**config.mk**
```make
export PLATFORM = sky130hd
export DESIGN_NAME = cal_sequencer_flat
export DESIGN_NICKNAME = d
export VERILOG_FILES = /design/src/rtl/cal_sequencer_pkg.sv /design/src/rtl/cal_sequencer_if.sv /design/src/rtl/cal_sequencer_watchdog.sv /design/src/rtl/cal_sequencer.sv /design/src/flat_wrapper.sv
export SDC_FILE = /design/constraint.sdc
export NUM_CORES = 1
export LEC_CHECK = 0
export ABC_AREA = 1
export BUFFER_PORTS_ARGS = -buffer_cell sky130_fd_sc_hd__buf_2
export CORE_MARGIN = 4
export CORE_UTILIZATION = 30
export DETAILED_ROUTE_END_ITERATION = 6
export HOLD_SLACK_MARGIN = 0.03
export SYNTH_ARGS = -nofsm -noshare
export SYNTH_HDL_FRONTEND = slang
export SYNTH_SLANG_ARGS = --single-unit
```
**constraint.sdc**
```tcl
create_clock -name clk -period 2.2 [get_ports clk]
set_input_delay 0.44 -clock clk [delete_from_list [all_inputs] [get_ports clk]]
set_output_delay 0.44 -clock clk [all_outputs]
set_load 0.03 [all_outputs]
```
**src/rtl/cal_sequencer_pkg.sv**
```systemverilog
// Shared types and defaults for the LED calibration sequencer.
package cal_sequencer_pkg;

    localparam int unsigned CAL_NUM_LEDS_DEF          = 50;
    localparam int unsigned CAL_LED_ADDRESS_WIDTH_DEF = 6;
    localparam int unsigned CAL_SETTLE_FRAMES_DEF     = 2;
    localparam int unsigned CAL_TIMEOUT_CYCLES_DEF    = 74_250_000;

    typedef enum logic [3:0] {
        IDLE       = 4'd0,
        INIT       = 4'd1,
        SHOW       = 4'd2,
        WAIT_SHOWN = 4'd3,
        SETTLE     = 4'd4,
        CAPTURE    = 4'd5,
        WAIT_CAP   = 4'd6,
        NEXT       = 4'd7,
        DONE       = 4'd8,
        ERROR      = 4'd9
    } cal_seq_state_t;

    // States in which the sequencer is waiting on the outside world.
    function automatic logic is_wait_state(input cal_seq_state_t s);
        return (s == WAIT_SHOWN) || (s == SETTLE) || (s == WAIT_CAP);
    endfunction

    // States that make up an active calibration run.
    function automatic logic is_run_state(input cal_seq_state_t s);
        return s inside {INIT, SHOW, WAIT_SHOWN, SETTLE, CAPTURE, WAIT_CAP, NEXT};
    endfunction

endpackage

```
**src/rtl/cal_sequencer_if.sv**
```systemverilog
// Control/status bundle between the sequencer and the buttons, camera and calibration FSM.
interface cal_sequencer_if #(
    parameter int unsigned ID_W = 7
) ();

    logic            start;
    logic            abort;
    logic            frame_done;
    logic            displayed_frame_valid;
    logic            capture_done;
    logic            cal_rst;
    logic            calibration_on;
    logic            increment_id;
    logic            capture_shown_frame;
    logic [ID_W-1:0] current_id;
    logic            busy;
    logic            done;
    logic            error;
    logic [ID_W-1:0] error_id;

    modport master (
        input  start, abort, frame_done, displayed_frame_valid, capture_done,
        output cal_rst, calibration_on, increment_id, capture_shown_frame,
        output current_id, busy, done, error, error_id
    );

    modport slave (
        output start, abort, frame_done, displayed_frame_valid, capture_done,
        input  cal_rst, calibration_on, increment_id, capture_shown_frame,
        input  current_id, busy, done, error, error_id
    );

endinterface

```
**src/rtl/cal_sequencer_watchdog.sv**
```systemverilog
// Saturating cycle counter that flags a wait lasting LIMIT cycles.
module cal_sequencer_watchdog #(
    parameter int unsigned LIMIT = 1000
) (
    input  logic clk,
    input  logic rst_n,
    input  logic clear_i,
    input  logic enable_i,
    output logic expired_o
);

    localparam int unsigned    TW       = $clog2(LIMIT + 1);
    localparam logic [TW-1:0]  CNT_MAX  = TW'(LIMIT);
    localparam logic [TW-1:0]  CNT_FIRE = TW'(LIMIT - 1);

    logic [TW-1:0] count_q, count_d;
    logic          expired_q, expired_d;

    // Count enabled cycles, restart on clear, hold at the top value.
    always_comb begin
        count_d   = count_q;
        expired_d = 1'b0;
        if (clear_i) begin
            count_d = '0;
        end else if (enable_i && (count_q != CNT_MAX)) begin
            count_d = count_q + 1'b1;
        end
        expired_d = enable_i && !clear_i && (count_d >= CNT_FIRE);
    end

    // Counter and flag registers.
    always_ff @(posedge clk or negedge rst_n) begin
        if (!rst_n) begin
            count_q   <= '0;
            expired_q <= 1'b0;
        end else begin
            count_q   <= count_d;
            expired_q <= expired_d;
        end
    end

    assign expired_o = expired_q;

endmodule

```
**src/rtl/cal_sequencer.sv**
```systemverilog
// Steps the calibration FSM through every LED ID: show, settle, capture, advance.
module cal_sequencer
    import cal_sequencer_pkg::*;
#(
    parameter int unsigned NUM_LEDS          = CAL_NUM_LEDS_DEF,
    parameter int unsigned LED_ADDRESS_WIDTH = CAL_LED_ADDRESS_WIDTH_DEF,
    parameter int unsigned SETTLE_FRAMES     = CAL_SETTLE_FRAMES_DEF,
    parameter int unsigned TIMEOUT_CYCLES    = CAL_TIMEOUT_CYCLES_DEF
) (
    input  logic           clk,
    input  logic           rst_n,
    cal_sequencer_if.master bus
);

    localparam int unsigned     ID_W        = LED_ADDRESS_WIDTH + 1;
    localparam int unsigned     FW          = $clog2(SETTLE_FRAMES + 1);
    localparam logic [ID_W-1:0] LAST_ID     = ID_W'(NUM_LEDS - 1);
    localparam logic [FW-1:0]   SETTLE_LAST = FW'(SETTLE_FRAMES - 1);

    cal_seq_state_t  state_q, state_d;
    logic [ID_W-1:0] current_id_q, current_id_d;
    logic [ID_W-1:0] error_id_q, error_id_d;
    logic [FW-1:0]   frame_cnt_q, frame_cnt_d;
    logic            settle_first_q, settle_first_d;
    logic            cal_rst_q, cal_rst_d;
    logic            increment_id_q, increment_id_d;
    logic            capture_q, capture_d;
    logic            busy_q, busy_d;
    logic            done_q, done_d;
    logic            error_q, error_d;
    logic            wd_clear_c, wd_enable_c;
    logic            wd_expired;

    cal_sequencer_watchdog #(
        .LIMIT (TIMEOUT_CYCLES)
    ) u_watchdog (
        .clk       (clk),
        .rst_n     (rst_n),
        .clear_i   (wd_clear_c),
        .enable_i  (wd_enable_c),
        .expired_o (wd_expired)
    );

    // Next state, counters and next values of the registered outputs.
    always_comb begin
        state_d        = state_q;
        current_id_d   = current_id_q;
        error_id_d     = error_id_q;
        frame_cnt_d    = frame_cnt_q;
        done_d         = done_q;
        error_d        = error_q;
        settle_first_d = 1'b0;
        cal_rst_d      = 1'b0;
        increment_id_d = 1'b0;
        capture_d      = 1'b0;
        busy_d         = 1'b0;
        wd_clear_c     = 1'b0;
        wd_enable_c    = 1'b0;

        if (bus.abort) begin
            state_d = IDLE;
        end else if (wd_expired && is_wait_state(state_q)) begin
            state_d    = ERROR;
            error_d    = 1'b1;
            error_id_d = current_id_q;
        end else begin
            unique case (state_q)
                IDLE, DONE, ERROR: begin
                    if (bus.start) begin
                        state_d      = INIT;
                        current_id_d = '0;
                        done_d       = 1'b0;
                        error_d      = 1'b0;
                    end
                end
                INIT:    state_d = WAIT_SHOWN;
                SHOW:    state_d = WAIT_SHOWN;
                WAIT_SHOWN: begin
                    if (bus.displayed_frame_valid) begin
                        state_d     = SETTLE;
                        frame_cnt_d = '0;
                    end
                end
                SETTLE: begin
                    // A frame ending on the entry cycle may predate the new ID, so skip it.
                    if (bus.frame_done && !settle_first_q) begin
                        frame_cnt_d = frame_cnt_q + 1'b1;
                        if (frame_cnt_q == SETTLE_LAST) begin
                            state_d = CAPTURE;
                        end
                    end
                end
                CAPTURE: state_d = WAIT_CAP;
                WAIT_CAP: begin
                    if (bus.capture_done) begin
                        state_d = NEXT;
                    end
                end
                NEXT: begin
                    if (current_id_q == LAST_ID) begin
                        state_d = DONE;
                        done_d  = 1'b1;
                    end else begin
                        current_id_d = current_id_q + 1'b1;
                        state_d      = SHOW;
                    end
                end
                default: state_d = IDLE;
            endcase
        end

        settle_first_d = (state_d == SETTLE) && (state_q != SETTLE);
        cal_rst_d      = (state_d == INIT);
        increment_id_d = (state_d == SHOW);
        capture_d      = (state_d == CAPTURE);
        busy_d         = is_run_state(state_d);
        wd_clear_c     = (state_d != state_q);
        wd_enable_c    = is_wait_state(state_q);
    end

    // State, counters and output registers.
    always_ff @(posedge clk or negedge rst_n) begin
        if (!rst_n) begin
            state_q        <= IDLE;
            current_id_q   <= '0;
            error_id_q     <= '0;
            frame_cnt_q    <= '0;
            settle_first_q <= 1'b0;
            cal_rst_q      <= 1'b0;
            increment_id_q <= 1'b0;
            capture_q      <= 1'b0;
            busy_q         <= 1'b0;
            done_q         <= 1'b0;
            error_q        <= 1'b0;
        end else begin
            state_q        <= state_d;
            current_id_q   <= current_id_d;
            error_id_q     <= error_id_d;
            frame_cnt_q    <= frame_cnt_d;
            settle_first_q <= settle_first_d;
            cal_rst_q      <= cal_rst_d;
            increment_id_q <= increment_id_d;
            capture_q      <= capture_d;
            busy_q         <= busy_d;
            done_q         <= done_d;
            error_q        <= error_d;
        end
    end

    assign bus.cal_rst             = cal_rst_q;
    assign bus.increment_id        = increment_id_q;
    assign bus.capture_shown_frame = capture_q;
    assign bus.calibration_on      = busy_q;
    assign bus.busy                = busy_q;
    assign bus.done                = done_q;
    assign bus.error               = error_q;
    assign bus.current_id          = current_id_q;
    assign bus.error_id            = error_id_q;

endmodule

```
**src/flat_wrapper.sv**
```systemverilog
// flat-port wrapper written by rule: the top's interface ports become plain ports
module cal_sequencer_flat import cal_sequencer_pkg::*;
#(
    parameter int unsigned NUM_LEDS          = CAL_NUM_LEDS_DEF,
    parameter int unsigned LED_ADDRESS_WIDTH = CAL_LED_ADDRESS_WIDTH_DEF,
    parameter int unsigned SETTLE_FRAMES     = CAL_SETTLE_FRAMES_DEF,
    parameter int unsigned TIMEOUT_CYCLES    = CAL_TIMEOUT_CYCLES_DEF
)
  (clk, rst_n, bus_start, bus_abort, bus_frame_done, bus_displayed_frame_valid, bus_capture_done, bus_cal_rst, bus_calibration_on, bus_increment_id, bus_capture_shown_frame, bus_current_id, bus_busy, bus_done, bus_error, bus_error_id);
  cal_sequencer_if #(.ID_W((LED_ADDRESS_WIDTH + 1))) bus_i ();
  input  logic clk;
  input  logic rst_n;
  input wire logic [$bits(bus_i.start)-1:0] bus_start;
  input wire logic [$bits(bus_i.abort)-1:0] bus_abort;
  input wire logic [$bits(bus_i.frame_done)-1:0] bus_frame_done;
  input wire logic [$bits(bus_i.displayed_frame_valid)-1:0] bus_displayed_frame_valid;
  input wire logic [$bits(bus_i.capture_done)-1:0] bus_capture_done;
  output wire logic [$bits(bus_i.cal_rst)-1:0] bus_cal_rst;
  output wire logic [$bits(bus_i.calibration_on)-1:0] bus_calibration_on;
  output wire logic [$bits(bus_i.increment_id)-1:0] bus_increment_id;
  output wire logic [$bits(bus_i.capture_shown_frame)-1:0] bus_capture_shown_frame;
  output wire logic [$bits(bus_i.current_id)-1:0] bus_current_id;
  output wire logic [$bits(bus_i.busy)-1:0] bus_busy;
  output wire logic [$bits(bus_i.done)-1:0] bus_done;
  output wire logic [$bits(bus_i.error)-1:0] bus_error;
  output wire logic [$bits(bus_i.error_id)-1:0] bus_error_id;
  assign bus_i.start = bus_start;
  assign bus_i.abort = bus_abort;
  assign bus_i.frame_done = bus_frame_done;
  assign bus_i.displayed_frame_valid = bus_displayed_frame_valid;
  assign bus_i.capture_done = bus_capture_done;
  assign bus_cal_rst = bus_i.cal_rst;
  assign bus_calibration_on = bus_i.calibration_on;
  assign bus_increment_id = bus_i.increment_id;
  assign bus_capture_shown_frame = bus_i.capture_shown_frame;
  assign bus_current_id = bus_i.current_id;
  assign bus_busy = bus_i.busy;
  assign bus_done = bus_i.done;
  assign bus_error = bus_i.error;
  assign bus_error_id = bus_i.error_id;
  cal_sequencer #(.NUM_LEDS(NUM_LEDS), .LED_ADDRESS_WIDTH(LED_ADDRESS_WIDTH), .SETTLE_FRAMES(SETTLE_FRAMES), .TIMEOUT_CYCLES(TIMEOUT_CYCLES)) u_core (.clk(clk), .rst_n(rst_n), .bus(bus_i));
endmodule
```
Word-level counts from Yosys, hierarchy flattened
Index checks and enable logic that the tools add are counted.
{"block": "word_totals", "ff_bits": 55, "out_inout_bits": 21, "in_bits": 7, "word_cells": 90}
{"block": "op_classes", "reduce_logical": 23, "muxes": 22, "n_bitwise": 2, "addsub": 3, "n_eq_ne": 26, "n_lt_le_gt_ge": 1}
{"op": "27-bit 2-to-1 mux", "count": 2}
{"op": "4-bit by 3-bit == test with 1-bit output (second input constant)", "count": 8}
{"op": "4-bit 2-to-1 mux", "count": 8}
{"op": "4-bit case mux with 7 select lines", "count": 1}
{"op": "27-bit by 1-bit adder with 27-bit output (second input constant)", "count": 1}
{"op": "27-bit greater-or-equal comparator (second input constant)", "count": 1}
{"op": "27-bit inequality test (second input constant)", "count": 1}
{"op": "4-bit by 2-bit == test with 1-bit output (second input constant)", "count": 4}
{"op": "5-bit AND reduction", "count": 3}
{"op": "7-bit 2-to-1 mux", "count": 2}
{"op": "7-bit case mux with 2 select lines", "count": 1}
{"op": "4-bit by 1-bit == test with 1-bit output (second input constant)", "count": 2}
{"op": "4-bit == test (second input constant)", "count": 2}
{"op": "2-bit inequality test (second input constant)", "count": 4}
{"op": "2-bit nonzero test", "count": 4}
{"op": "7-bit by 1-bit adder with 7-bit output (second input constant)", "count": 1}
{"op": "7-bit by 6-bit == test with 1-bit output (second input constant)", "count": 1}
{"op": "7-bit nonzero test", "count": 1}
{"op": "1-bit logical AND", "count": 6}
{"op": "4-bit logical NOT", "count": 1}
{"op": "1-bit 2-to-1 mux", "count": 4}
{"op": "2-bit 2-to-1 mux", "count": 2}
{"op": "4-bit by 3-bit inequality test with 1-bit output (second input constant)", "count": 1}
{"op": "4-bit inequality test", "count": 1}
{"op": "other kinds (12)", "count": 15}

Longest topological paths before layout
{"block": "depth", "ltp_word": 10, "depth_mapped": 20}

Hierarchy
Synthesis repeated with hierarchy kept, for this count alone.
{"block": "hier_totals", "hier_cells": 598, "area_unflattened_um2": 3938.8}
{"mod": "cal_sequencer_watchdog", "cells_each": 398, "n_inst": 1, "area_per_inst_um2": 2397.3, "seq_area_each_um2": 700.7}
{"mod": "cal_sequencer", "cells_each": 200, "n_inst": 1, "area_per_inst_um2": 1541.5, "seq_area_each_um2": 675.6}

Least setup slack after synthesis
No wires, ideal clock.
{"block": "synth_path", "kind": "register to register", "start": "register u_core.current_id_q[1] (netlist: u_core.bus.current_id[1])", "end": "register u_core.u_watchdog.expired_q (netlist: u_core.u_watchdog.expired_o)", "path_buffers": 1, "arrival_ns": 2.173, "synth_period_minus_slack_ns": 2.251, "required_ns": 2.123, "path_slack_ns": -0.051, "path_stages_with_launch": 21, "path_cell_list": "dfrtp_1 -> inv_1 -> ha_1 -> inv_1 -> nor2_1 -> nand3_1 -> nand2_1 -> nand3_2 -> nand3_2 -> nand2_1 -> nand2_1 -> nor2_4 -> buf_6 -> nand3_4 -> nor2_2 -> nand2_1 -> nor2_2 -> inv_1 -> nor2_1 -> nand2_1 -> a21oi_1"}
{"block": "synth_between", "elab_chain_len": 9, "word_cells_on_any_way": 11}
{"item": "start: declaration", "line": "cal_sequencer.sv:21", "rtl": "logic [ID_W-1:0] current_id_q, current_id_d;"}
{"item": "start signal: assignment", "line": "cal_sequencer.sv:137", "rtl": "current_id_q <= current_id_d;"}
{"item": "7-bit by 6-bit == test with 1-bit output (*)", "line": "cal_sequencer.sv:100", "rtl": "if (current_id_q == LAST_ID) begin"}
{"item": "4-bit 2-to-1 mux (*)", "line": "cal_sequencer.sv:100"}
{"item": "4-bit case mux with 7 select lines (*)", "line": "cal_sequencer.sv:67", "rtl": "unique case (state_q)"}
{"item": "4-bit 2-to-1 mux (*)", "line": "cal_sequencer.sv:62", "rtl": "end else if (wd_expired && is_wait_state(state_q)) begin"}
{"item": "4-bit 2-to-1 mux (*)", "line": "cal_sequencer.sv:60", "rtl": "if (bus.abort) begin"}
{"item": "4-bit inequality test (*)", "line": "cal_sequencer.sv:117", "rtl": "wd_clear_c = (state_d != state_q);"}
{"item": "27-bit 2-to-1 mux / 1-bit logical NOT (equally long branches)", "line": "cal_sequencer_watchdog.sv:23, cal_sequencer_watchdog.sv:28"}
{"item": "27-bit greater-or-equal comparator / 1-bit logical AND (equally long branches)", "line": "cal_sequencer_watchdog.sv:28", "rtl": "expired_d = enable_i && !clear_i && (count_d >= CNT_FIRE);"}
{"item": "1-bit logical AND (*)", "line": "cal_sequencer_watchdog.sv:28"}
{"item": "via u_core.u_watchdog.expired_d", "line": "cal_sequencer_watchdog.sv:17", "rtl": "logic expired_q, expired_d;"}
{"item": "end signal: assignment", "line": "cal_sequencer_watchdog.sv:38", "rtl": "expired_q <= expired_d;"}
{"item": "end: declaration", "line": "cal_sequencer_watchdog.sv:17"}
The timed path passes the listed nets; every way through them passes the cells marked *.
A chain may end at the register's enable or synchronous reset.

Worst setup path after layout
{"block": "layout_path", "start": "register u_core.state_q[1]", "end": "register u_core.u_watchdog.expired_q (netlist: u_core.u_watchdog.expired_o)"}
{"block": "layout_between", "elab_chain_len": 10, "word_cells_on_any_way": 31}
{"item": "start: declaration", "line": "cal_sequencer.sv:20", "rtl": "cal_seq_state_t state_q, state_d;"}
{"item": "start signal: assignment", "line": "cal_sequencer.sv:136", "rtl": "state_q <= state_d;"}
{"item": "parallel branches: the longest is 9 deep, another holds 27-bit greater-or-equal comparator"}
{"item": "1-bit logical AND (*)", "line": "cal_sequencer_watchdog.sv:28"}
{"item": "via u_core.u_watchdog.expired_d", "line": "cal_sequencer_watchdog.sv:17"}
Mark *: on every way through the listed nets, which the timed path passes.

==> summary.txt <==
status - finished, violations left
failing checks - negative setup slack
minimum clock period - 2.27 ns
Syn Std Cell Area - 3980 um^2
Cells after Synth - 609
RD Place Congestion - 0.934
synth cell count leaders - nand2_1, nor2_1, inv_1
Worst-path clk slew - 0.08 ns
post-synthesis compound-gate area fraction - 5.23%
Iteration-0 DRC Markers - 200
Initial Util - 31.1%
share of layout cells above drive strength 1 - 32.4%
antenna fix cells - 0
die height - 123 um
worst-margin pin slew - 0.815 ns
largest area contributor in the netlist - dfrtp_1
fin. max-slew vios - 0
CTS max path bufs - 2
slack of the critical path - -0.0699 ns
multiplexer area fraction after synthesis - 0.252%
clk_skew - 0.00690 ns
slowest CP cell - dfrtp_2
die area - 15200 um^2
largest net degree at the start of global routing - 34
P per Cell Area - 637 nW/um^2
detailed-router iteration count before antenna repair - 4
DRC Markers - 0
Post-Syn Nets - 621
#FFs+latches synth - 55
vias in the first global route - 4125
FFs w/ async S/R, synth - 100%
Final Non-Filler Cells - 937
Detailed Place HPWL - 9020 um
Post-Synth Simple-Gate Area - 43.9%
worst hold path class - in -> async
most common cell in the synthesized netlist - nand2_1
nets - 776
WHS - 0.224 ns
area delta synth->final - 42.0%
GRT Overall Usage - 16.1%
CP required - 2.43 ns
Root Driver - clkbuf_16
largest family of logic cells by synthesized area - simple AND/OR/NAND/NOR gates
Final setup viols - 1
post-layout util - 44.2%
worst stage delay on the critical path - 0.46 ns
XOR/XNOR Fraction of Synth Area - 3.75%
Routed WL - 11700 um
Most used DFF post-synth - dfrtp_1
Cell Rows - 41
share of Yosys cell area claimed by the top area cell type - 34.6%
period utilisation layout - 103%
DRT antenna net count - 0
CTS Hold Bufs - 0
Via Count - 4171
Area contributors post-synth - dfrtp_1, nand2_1, nor2_1
count of input and output buffers - 27
Final Hold Viols - 0
max frequency - 441 MHz
TritonCTS clock tree - yes
Core Footprint - 12800 um^2
Arrival @ worst endpoint - 2.50 ns
warnings from Yosys - 0
CP Launch Type - register
Top Family by Delay on Critical Path - simple AND/OR/NAND/NOR gates
Max H-tree Level - 2
drt wl/cell - 12.5 um
P_leak - 0.00291 uW
Peak supply drop - 0.365 mV
DR vias/cell - 4.45
cts bufs inserted - 5
CP dominant cell by count - nand2_1
Post-Synth Adder-Cell Area - 1.57%
crit path kind - reg -> reg
Die Width - 123 um
register area share after synthesis - 34.6%
nature of the critical path endpoint - register
crit-path cells - inv_2, buf_4, nand2_2, nor2_2, nand2_1, nand2_1, o21ai_0, nand3_1, nand2_2, nor2_4, buf_6, nand3_4, nor2_2, nand2_1, nor2_2, inv_1, nor2_1, nand2_1, a21oi_1
crit path max fanout - 6
initial antenna violation count - 0
Clock Sinks - 55
sum of buffers and inverters on the critical path - 4
fill count - 1319
Max Cap Viol - 0
Placed Cells - 919
global-route wire length before repair - 19500 um
synth unique cells - 36
Slew Limit Headroom - 45.6%
Skew-Pair Late Insertion Delay - 0.30 ns
Post-Syn Area per Cell - 6.53 um^2
number of synthesized flops with an enable pin - 0
grt ovf - 0
RSZ-0062 raised after global routing - yes
Ports - 28
==> cell usage in the layout (no fill, tap or decap), types with 5 or more instances in the layout <==
cell type / count
a21oi_1: 7
buf_12: 5
buf_2: 27
buf_4: 122
clkbuf_16: 5
dfrtp_1: 49
dfrtp_2: 6
ha_1: 5
inv_1: 81
inv_2: 8
nand2_1: 196
nand2_2: 19
nand3_1: 35
nand3_4: 5
nand4_1: 10
nor2_1: 81
nor2_2: 14
nor2_4: 13
nor3_1: 6
o21ai_0: 17
xnor2_1: 6
xor2_1: 11
==> flip-flops by register name, summed over array words and instances (netlist names) <==
name and count:
u_core.bus.busy 1, u_core.bus.cal_rst 1, u_core.bus.capture_shown_frame 1, u_core.bus.current_id 7
u_core.bus.done 1, u_core.bus.error 1, u_core.bus.error_id 7, u_core.bus.increment_id 1
u_core.frame_cnt_q 2, u_core.settle_first_q 1, u_core.state_q 4, u_core.u_watchdog.count_q 27
u_core.u_watchdog.expired_o 1
==> area by class of cell <==
| class | count | area, um^2 | share of cell area, % |
|---|---|---|---|
| clock buffer | 5 | 125 | 2.22 |
| clock inverter | 3 | 33.8 | 0.599 |
| inverter | 89 | 334 | 5.92 |
| multi-input combinational | 455 | 2360 | 41.7 |
| sequential | 55 | 1380 | 24.5 |
| tap | 172 | 215 | 3.81 |
| timing repair buffer | 158 | 1200 | 21.2 |
==> path summary, 6_finish.rpt <==
path                                        start                      endpoint  depth (start not counted)  slack, ns
max in group asynchronous                   rst_n             u_core.state_q[2]                          2       1.32
hold / removal                              rst_n  u_core.u_watchdog.count_q[3]                          1       0.22
setup reg to reg                u_core.state_q[1]   u_core.u_watchdog.expired_o                         19      -0.07
setup / recovery                u_core.state_q[1]   u_core.u_watchdog.expired_o                         19      -0.07
min in group clk           u_core.bus.error_id[5]        u_core.bus.error_id[5]                          2       0.48
hold reg to reg            u_core.bus.error_id[5]        u_core.bus.error_id[5]                          2       0.48
==> routing by layer <==
metal  vias up  share of wire [%]  track usage (%)
met5         -                  0                0
li1       2193                  -                -
met2        96                 46             26.0
met3        28                3.8             2.42
met1      1854                 48             22.1
met4         0                2.6             5.67
==> report_power, final <==
| part | leakage (uW) | switching [uW] | internal [uW] |
|---|---|---|---|
| Combinational | 0.00208 | 856 | 702 |
| Sequential | 0.000750 | 83.1 | 1100 |
| Clock | 0.0000772 | 413 | 439 |
==> metrics by stage <==
step	area [um^2]	worst slack [ns]	power, uW	TNS [ns]
finish	5640	-0.0699	3600	-0.0699
floorplan	3980	0.0124	2000	0
CTS	5540	-0.0622	3580	-0.0622
detailed placement	5210	-0.172	2620	-0.226
global placement	5210	-0.187	2620	-0.221
global route	5640	-0.281	3840	-0.283
==> what timing repair did <==
item | CTS | global route
pin swaps | 11 | 5
setup buffers | 6 | 2
endpoints found under the hold margin | 0 | 0
gates resized for setup | 31 | 29
cloned | 1 | 1
endpoints found under the setup margin | 2 | 4
==> cell families (layout without fill, tap and decap cells) <==
family | after synthesis | in the layout
AO/OA/AOI/OAI | 38 | 38
adder cells (fa/ha/maj) | 5 | 5
multiplexers | 1 | 1
XOR/XNOR | 17 | 17
AND/OR/NAND/NOR | 392 | 394
flip-flops | 55 | 55
buffers and inverters | 101 | 255
(Power assumes the default switching activity.)
